<file path="config.mk">
export PLATFORM = sky130hd
export DESIGN_NAME = system_nios2_qsys_0_mul_seq
export DESIGN_NICKNAME = d
export VERILOG_FILES = /design/src/rtl/system_nios2_qsys_0_mul_seq_pkg.sv /design/src/rtl/system_nios2_qsys_0_mul_seq_cell16.sv /design/src/rtl/system_nios2_qsys_0_mul_seq.sv
export SDC_FILE = /design/constraint.sdc
export NUM_CORES = 1
export LEC_CHECK = 0
export CAP_MARGIN = 20
export CORE_ASPECT_RATIO = 0.8
export CORE_MARGIN = 1
export CORE_UTILIZATION = 51
export DETAILED_ROUTE_END_ITERATION = 10
export PLACE_DENSITY = 0.79
export SYNTH_ARGS = -nofsm -noshare
export SYNTH_HDL_FRONTEND = slang
export SYNTH_SLANG_ARGS = --single-unit
</file>
<file path="constraint.sdc">
create_clock -name clk -period 22.2 [get_ports clk]
set_input_delay 2.22 -clock clk [delete_from_list [all_inputs] [get_ports clk]]
set_output_delay 2.22 -clock clk [all_outputs]
set_load 0.05 [all_outputs]
</file>
<file path="src/rtl/system_nios2_qsys_0_mul_seq_pkg.sv">
// Shared encodings and widths for the iterative 32x32 multiply sequencer.
// Also holds the partial-product alignment helper used by the accumulator.
package system_nios2_qsys_0_mul_seq_pkg;

  localparam int HALF_W = 16;
  localparam int WORD_W = 32;
  localparam int ACC_W  = 64;

  typedef enum logic [1:0] {
    MUL_OP_LO  = 2'd0,
    MUL_OP_XUU = 2'd1,
    MUL_OP_XSU = 2'd2,
    MUL_OP_XSS = 2'd3
  } mul_op_e;

  typedef enum logic [2:0] {
    ST_IDLE,
    ST_MUL,
    ST_DRAIN,
    ST_FIX,
    ST_DONE
  } state_e;

  typedef enum logic [1:0] {
    SH_0,
    SH_16,
    SH_32
  } shift_e;

  function automatic logic [ACC_W-1:0] align_pp(input logic [WORD_W-1:0] p, input shift_e sh);
    case (sh)
      SH_0:    return {32'd0, p};
      SH_16:   return {16'd0, p, 16'd0};
      SH_32:   return {p, 32'd0};
      default: return '0;
    endcase
  endfunction

endpackage

</file>
<file path="src/rtl/system_nios2_qsys_0_mul_seq_cell16.sv">
// 16x16 unsigned multiplier with a registered product (one cycle latency).
// Kept as a bare multiply-then-register so it maps onto a hard DSP block.
module system_nios2_qsys_0_mul_seq_cell16
  import system_nios2_qsys_0_mul_seq_pkg::*;
(
  input  logic              clk,
  input  logic              reset_n,
  input  logic [HALF_W-1:0] a,
  input  logic [HALF_W-1:0] b,
  output logic [WORD_W-1:0] p
);

  logic [WORD_W-1:0] p_d, p_q;

  always_comb begin
    p_d = {16'd0, a} * {16'd0, b};
  end

  // NOTE: flops are written with <= so every register samples pre-edge values.
  always_ff @(posedge clk or negedge reset_n) begin
    if (!reset_n) p_q <= '0;
    else          p_q <= p_d;
  end

  assign p = p_q;

endmodule

</file>
<file path="src/rtl/system_nios2_qsys_0_mul_seq.sv">
// Multiply sequencer: issues four 16x16 partial products to one registered cell,
// accumulates them into a 64-bit product, then applies signed high-word fixups.
module system_nios2_qsys_0_mul_seq
  import system_nios2_qsys_0_mul_seq_pkg::*;
(
  input  logic              clk,
  input  logic              reset_n,
  input  logic              req_valid,
  output logic              req_ready,
  input  logic [1:0]        req_op,
  input  logic [WORD_W-1:0] req_src1,
  input  logic [WORD_W-1:0] req_src2,
  output logic              res_valid,
  input  logic              res_ready,
  output logic [WORD_W-1:0] res_data
);

  state_e            state_d, state_q;
  logic [1:0]        k_d, k_q;
  logic [WORD_W-1:0] a_d, a_q, b_d, b_q;
  mul_op_e           op_d, op_q;
  logic [ACC_W-1:0]  acc_d, acc_q;
  logic              tag_valid_d, tag_valid_q;
  shift_e            tag_shift_d, tag_shift_q;
  logic              res_valid_d, res_valid_q;
  logic [WORD_W-1:0] res_data_d, res_data_q;
  logic [HALF_W-1:0] cell_a, cell_b;
  logic [WORD_W-1:0] cell_p;
  logic [WORD_W-1:0] hi_fix;

  system_nios2_qsys_0_mul_seq_cell16 u_cell (
    .clk     (clk),
    .reset_n (reset_n),
    .a       (cell_a),
    .b       (cell_b),
    .p       (cell_p)
  );

  always_comb begin
    // NOTE: every output of this block gets a default first, so no path infers a latch.
    state_d     = state_q;
    k_d         = k_q;
    a_d         = a_q;
    b_d         = b_q;
    op_d        = op_q;
    acc_d       = acc_q;
    tag_valid_d = 1'b0;
    tag_shift_d = SH_0;
    res_valid_d = res_valid_q;
    res_data_d  = res_data_q;
    cell_a      = '0;
    cell_b      = '0;
    hi_fix      = acc_q[63:32];

    // The tag travels alongside the cell register, describing the product it holds.
    if (tag_valid_q) acc_d = acc_q + align_pp(cell_p, tag_shift_q);

    case (state_q)
      ST_IDLE: begin
        if (req_valid) begin
          a_d     = req_src1;
          b_d     = req_src2;
          op_d    = mul_op_e'(req_op);
          acc_d   = '0;
          k_d     = 2'd0;
          state_d = ST_MUL;
        end
      end
      ST_MUL: begin
        tag_valid_d = 1'b1;
        case (k_q)
          2'd0: begin cell_a = a_q[15:0];  cell_b = b_q[15:0];  tag_shift_d = SH_0;  end
          2'd1: begin cell_a = a_q[31:16]; cell_b = b_q[15:0];  tag_shift_d = SH_16; end
          2'd2: begin cell_a = a_q[15:0];  cell_b = b_q[31:16]; tag_shift_d = SH_16; end
          default: begin cell_a = a_q[31:16]; cell_b = b_q[31:16]; tag_shift_d = SH_32; end
        endcase
        k_d = k_q + 2'd1;
        if (k_q == 2'd3) state_d = ST_DRAIN;
      end
      ST_DRAIN: state_d = ST_FIX;
      ST_FIX: begin
        // Signed high word = unsigned high word minus the sign-extension terms.
        if ((op_q == MUL_OP_XSU || op_q == MUL_OP_XSS) && a_q[31]) hi_fix = hi_fix - b_q;
        if (op_q == MUL_OP_XSS && b_q[31])                         hi_fix = hi_fix - a_q;
        res_data_d  = (op_q == MUL_OP_LO) ? acc_q[31:0] : hi_fix;
        res_valid_d = 1'b1;
        state_d     = ST_DONE;
      end
      ST_DONE: begin
        if (res_ready) begin
          res_valid_d = 1'b0;
          state_d     = ST_IDLE;
        end
      end
      default: state_d = ST_IDLE;
    endcase
  end

  always_ff @(posedge clk or negedge reset_n) begin
    if (!reset_n) begin
      state_q     <= ST_IDLE;
      k_q         <= '0;
      a_q         <= '0;
      b_q         <= '0;
      op_q        <= MUL_OP_LO;
      acc_q       <= '0;
      tag_valid_q <= 1'b0;
      tag_shift_q <= SH_0;
      res_valid_q <= 1'b0;
      res_data_q  <= '0;
    end else begin
      state_q     <= state_d;
      k_q         <= k_d;
      a_q         <= a_d;
      b_q         <= b_d;
      op_q        <= op_d;
      acc_q       <= acc_d;
      tag_valid_q <= tag_valid_d;
      tag_shift_q <= tag_shift_d;
      res_valid_q <= res_valid_d;
      res_data_q  <= res_data_d;
    end
  end

  assign req_ready = (state_q == ST_IDLE);
  assign res_valid = res_valid_q;
  assign res_data  = res_data_q;

endmodule
</file>
==> out/summary.md <==
## Run status
• finished clean — outcome

## CTS
• 1 — H-tree levels
• 0 — post-CTS setup buffers
• sky130_fd_sc_hd__clkbuf_16 — CTS root buf
• 0.56 ns — Clk Latency, worst-skew pair
• 0 — number of gates given a new drive strength after cts
• 23 — Inserted Clock Buffers
• done — TritonCTS clock tree
• 0.07 ns — Clock transition at path regs
• 3 — CTS Buffer Depth
• 203 — TritonCTS Sinks
• 0 — hold-fix buffer count after cts

## Global route
• 133 mm — global-route wire length before repair
• 1 — number of antenna violations at the first check in global routing
• 0 — global route overflow
• 21200 — via count of the first global-routing pass
• 110 — largest net degree at the start of global routing
• 0.374 — overall track demand over capacity in global routing

## Worst setup path
• register — Setup crit start kind
• 0.58 ns — peak per-stage delay on the critical path
• register — capturing element type of the critical path
• 13.63 ns — flop2flop setup slack
• register to register — worst setup path class
• k_q[0] — Critical Path Source
• 6 — Buf+Inv Stages, Crit Path
• 30 — Reg2Reg Depth
• adder cells — family of cells with the greatest summed delay on the critical path
• 22.66 ns — required time of the worst setup path
• sky130_fd_sc_hd__fa_1 — Crit path top cell by count
• sky130_fd_sc_hd__fa_1 — Worst path slowest cell
• k_q[0] — launching point of the worst reg2reg path
• u_cell.p[27] — r2r endpoint
• 16 — largest fanout on the critical path
• 9.02 ns — Crit path arrival time

## Route
• 0 — DRC
• 24.6 um — Routed WL per cell
• 88.1 mm — final wirelength
• 21700 — via count of the routed design
• 6.06 — Vias per Instance
• 2331 — 1st-iter DRT viols
• 0 — ANT nets after route
• 5 — number of optimization iterations in the first detailed-route pass

## Cells and area
• sky130_fd_sc_hd__nand2_1 — most common library cell in the layout ignoring fill and taps
• 5080 um^2 — Sequential cell area
• 10.3% — area growth from synthesis to layout
• sky130_fd_sc_hd__nand2_1, sky130_fd_sc_hd__inv_1, sky130_fd_sc_hd__nor2_1 — most frequent cells in the layout
• 17300 um^2 — area taken by multi-input logic gates
• 4206 — Filler Cells Inserted
• 3455 — Final nets
• 0 — Antenna Diode Count
• 0.0337 — share of final-layout standard cells stronger than drive strength 1

## STA
• 0 — Setup-failing EPs final
• 0 ns — total negative setup slack
• 8.57 ns — shortest period the worst path allows
• 0.386 — Final Cycle Share
• 0.0224 ns — post-route clock skew
• 0 — number of slew-limit violations in the final report
• 0 — Hold Vio Cnt, Final
• 0.159 — normalized max-slew margin
• 1.26 ns — Slew @ Worst Pin
• no — unrepaired setup endpoints after global routing
• 117 MHz — highest attainable clock frequency

## Floorplan
• 245 um — Die W
• 104 — I/O pin count
• 196 um — die extent in y
• 47900 um^2 — die footprint
• 0.521 — Starting Density
• 70 — Site Rows
• 46100 um^2 — core outline area

## Synthesis
• sky130_fd_sc_hd__dfrtp_1 — dominant register cell in the synthesized netlist
• 0 — number of warnings reported in the yosys synthesis log
• 24000 um^2 — Synth Cell Area
• 1.00 — share of synthesized flip-flops with an asynchronous set or reset
• 203 — synthesis-stage register bit count
• 0 — number of synthesized flops with an enable pin
• 2902 — synthesized instance count
• 76 — Distinct cells, synth
• 8.27 um^2 — Mapped Avg Cell Area
• 3403 — syn nets
• 0.212 — proportion of synthesized chip area in sequential cells

## Place
• 103 — Port Buffers
• 1.12 — routability-driven placement congestion ratio
• 71.7 mm — estimated wirelength of the detail-placed design

## Worst hold path
• register to register — type of the worst min-delay path
• res_data[23] — Hold Path End
• 1 — Worst Hold Path Cells
• res_data[23] — Worst Min Path Start

## Flow run
• 0 — number of violations of the max-capacitance limit

[layer usage]
layer / global-route usage / up-vias / share of wire / routed length, um
met3: 0.144 / 122 / 0.14 / 12200
met4: 0.0738 / 0 / 0.023 / 2050
li1: - / 9824 / - / -
met2: 0.513 / 1107 / 0.39 / 34500
met1: 0.553 / 10700 / 0.45 / 39300
met5: 0 / - / 0 / 0
[worst reg2reg max path: cells and delay by family (launching register included)]
kind	cells	cell delay, ns
AND/OR/NAND/NOR	4	1.33
buffers and inverters	6	0.71
adder cells (fa/ha/maj)	8	3.74
XOR/XNOR	1	0.13
multiplexers	1	0.24
flip-flops	1	0.35
AO/OA/AOI/OAI	10	1.99
[cells by family after synthesis]
| group | count (synthesis) | share of synthesized area |
|---|---|---|
| AND/OR/NAND/NOR | 930 | 0.167 |
| AO/OA/AOI/OAI | 676 | 0.181 |
| buffers and inverters | 444 | 0.0695 |
| adder cells (fa/ha/maj) | 431 | 0.286 |
| flip-flops | 203 | 0.212 |
| XOR/XNOR | 134 | 0.0495 |
| multiplexers | 84 | 0.0350 |
[layout make-up]
cell class	count	share of cell area
Inverter	333	0.0472
Clock inverter	14	0.00704
Tap cell	612	0.0289
Multi-Input combinational cell	2255	0.652
Timing Repair Buffer	138	0.0492
Sequential cell	203	0.192
Clock buffer	27	0.0235
[registers in the layout, indices dropped and copies added, names as in the netlist, 2 cells and up]
| register | count |
|---|---|
| op_q | 2 |
| acc_q | 64 |
| k_q | 2 |
| b_q | 32 |
| res_data | 32 |
| state_q | 3 |
| a_q | 32 |
| tag_shift_q | 2 |
| u_cell.p | 32 |
[worst max-delay path by stage]
stage                              end  slack, ns  depth (start not counted)
after global placement    u_cell.p[27]      13.75                         28
final                     u_cell.p[27]      13.63                         30
after detailed placement  u_cell.p[30]      13.53                         28
after CTS                 u_cell.p[27]      13.47                         28
after global routing      u_cell.p[27]      13.19                         30
after floorplan           u_cell.p[27]      14.12                         32
[metrics by stage]
step / hold WS [ns] / utilization / cells / area [um^2] / worst slack (ns)
after floorplan: 0.474 / - / 2902 / 24000 / 14.12
after CTS: 0.483 / 0.574 / 3579 / 26400 / 13.47
final: 0.479 / 0.574 / 3582 / 26500 / 13.63
after detailed placement: 0.465 / 0.556 / 3538 / 25600 / 13.53
after global routing: 0.497 / 0.574 / 3582 / 26500 / 13.19
after global placement: 0.461 / 0.556 / 3536 / 25600 / 13.75
[cell usage after synthesis, drive strengths merged (18+ instances only)]
cell type  count  area share
nand2        392       0.061
inv          333       0.052
nor2         311       0.049
ha           234        0.12
dfrtp        203        0.21
fa           197        0.16
o21ai        188       0.039
a21oi        160       0.034
clkbuf       104       0.016
a21o          95       0.030
xnor2         87       0.032
mux2i         84       0.035
xor2          46       0.017
and2          43       0.011
nand2b        38      0.0099
nand3         32      0.0067
nor3          27      0.0056
o21a          27      0.0084
a31oi         26      0.0070
o21bai        25      0.0078
and3          22      0.0057
a211oi        21      0.0066
a21boi        18      0.0058
a22o          18      0.0066
Power is not shown: default switching activity piles up to over one toggle a cycle in this logic, so the estimate is an artifact.
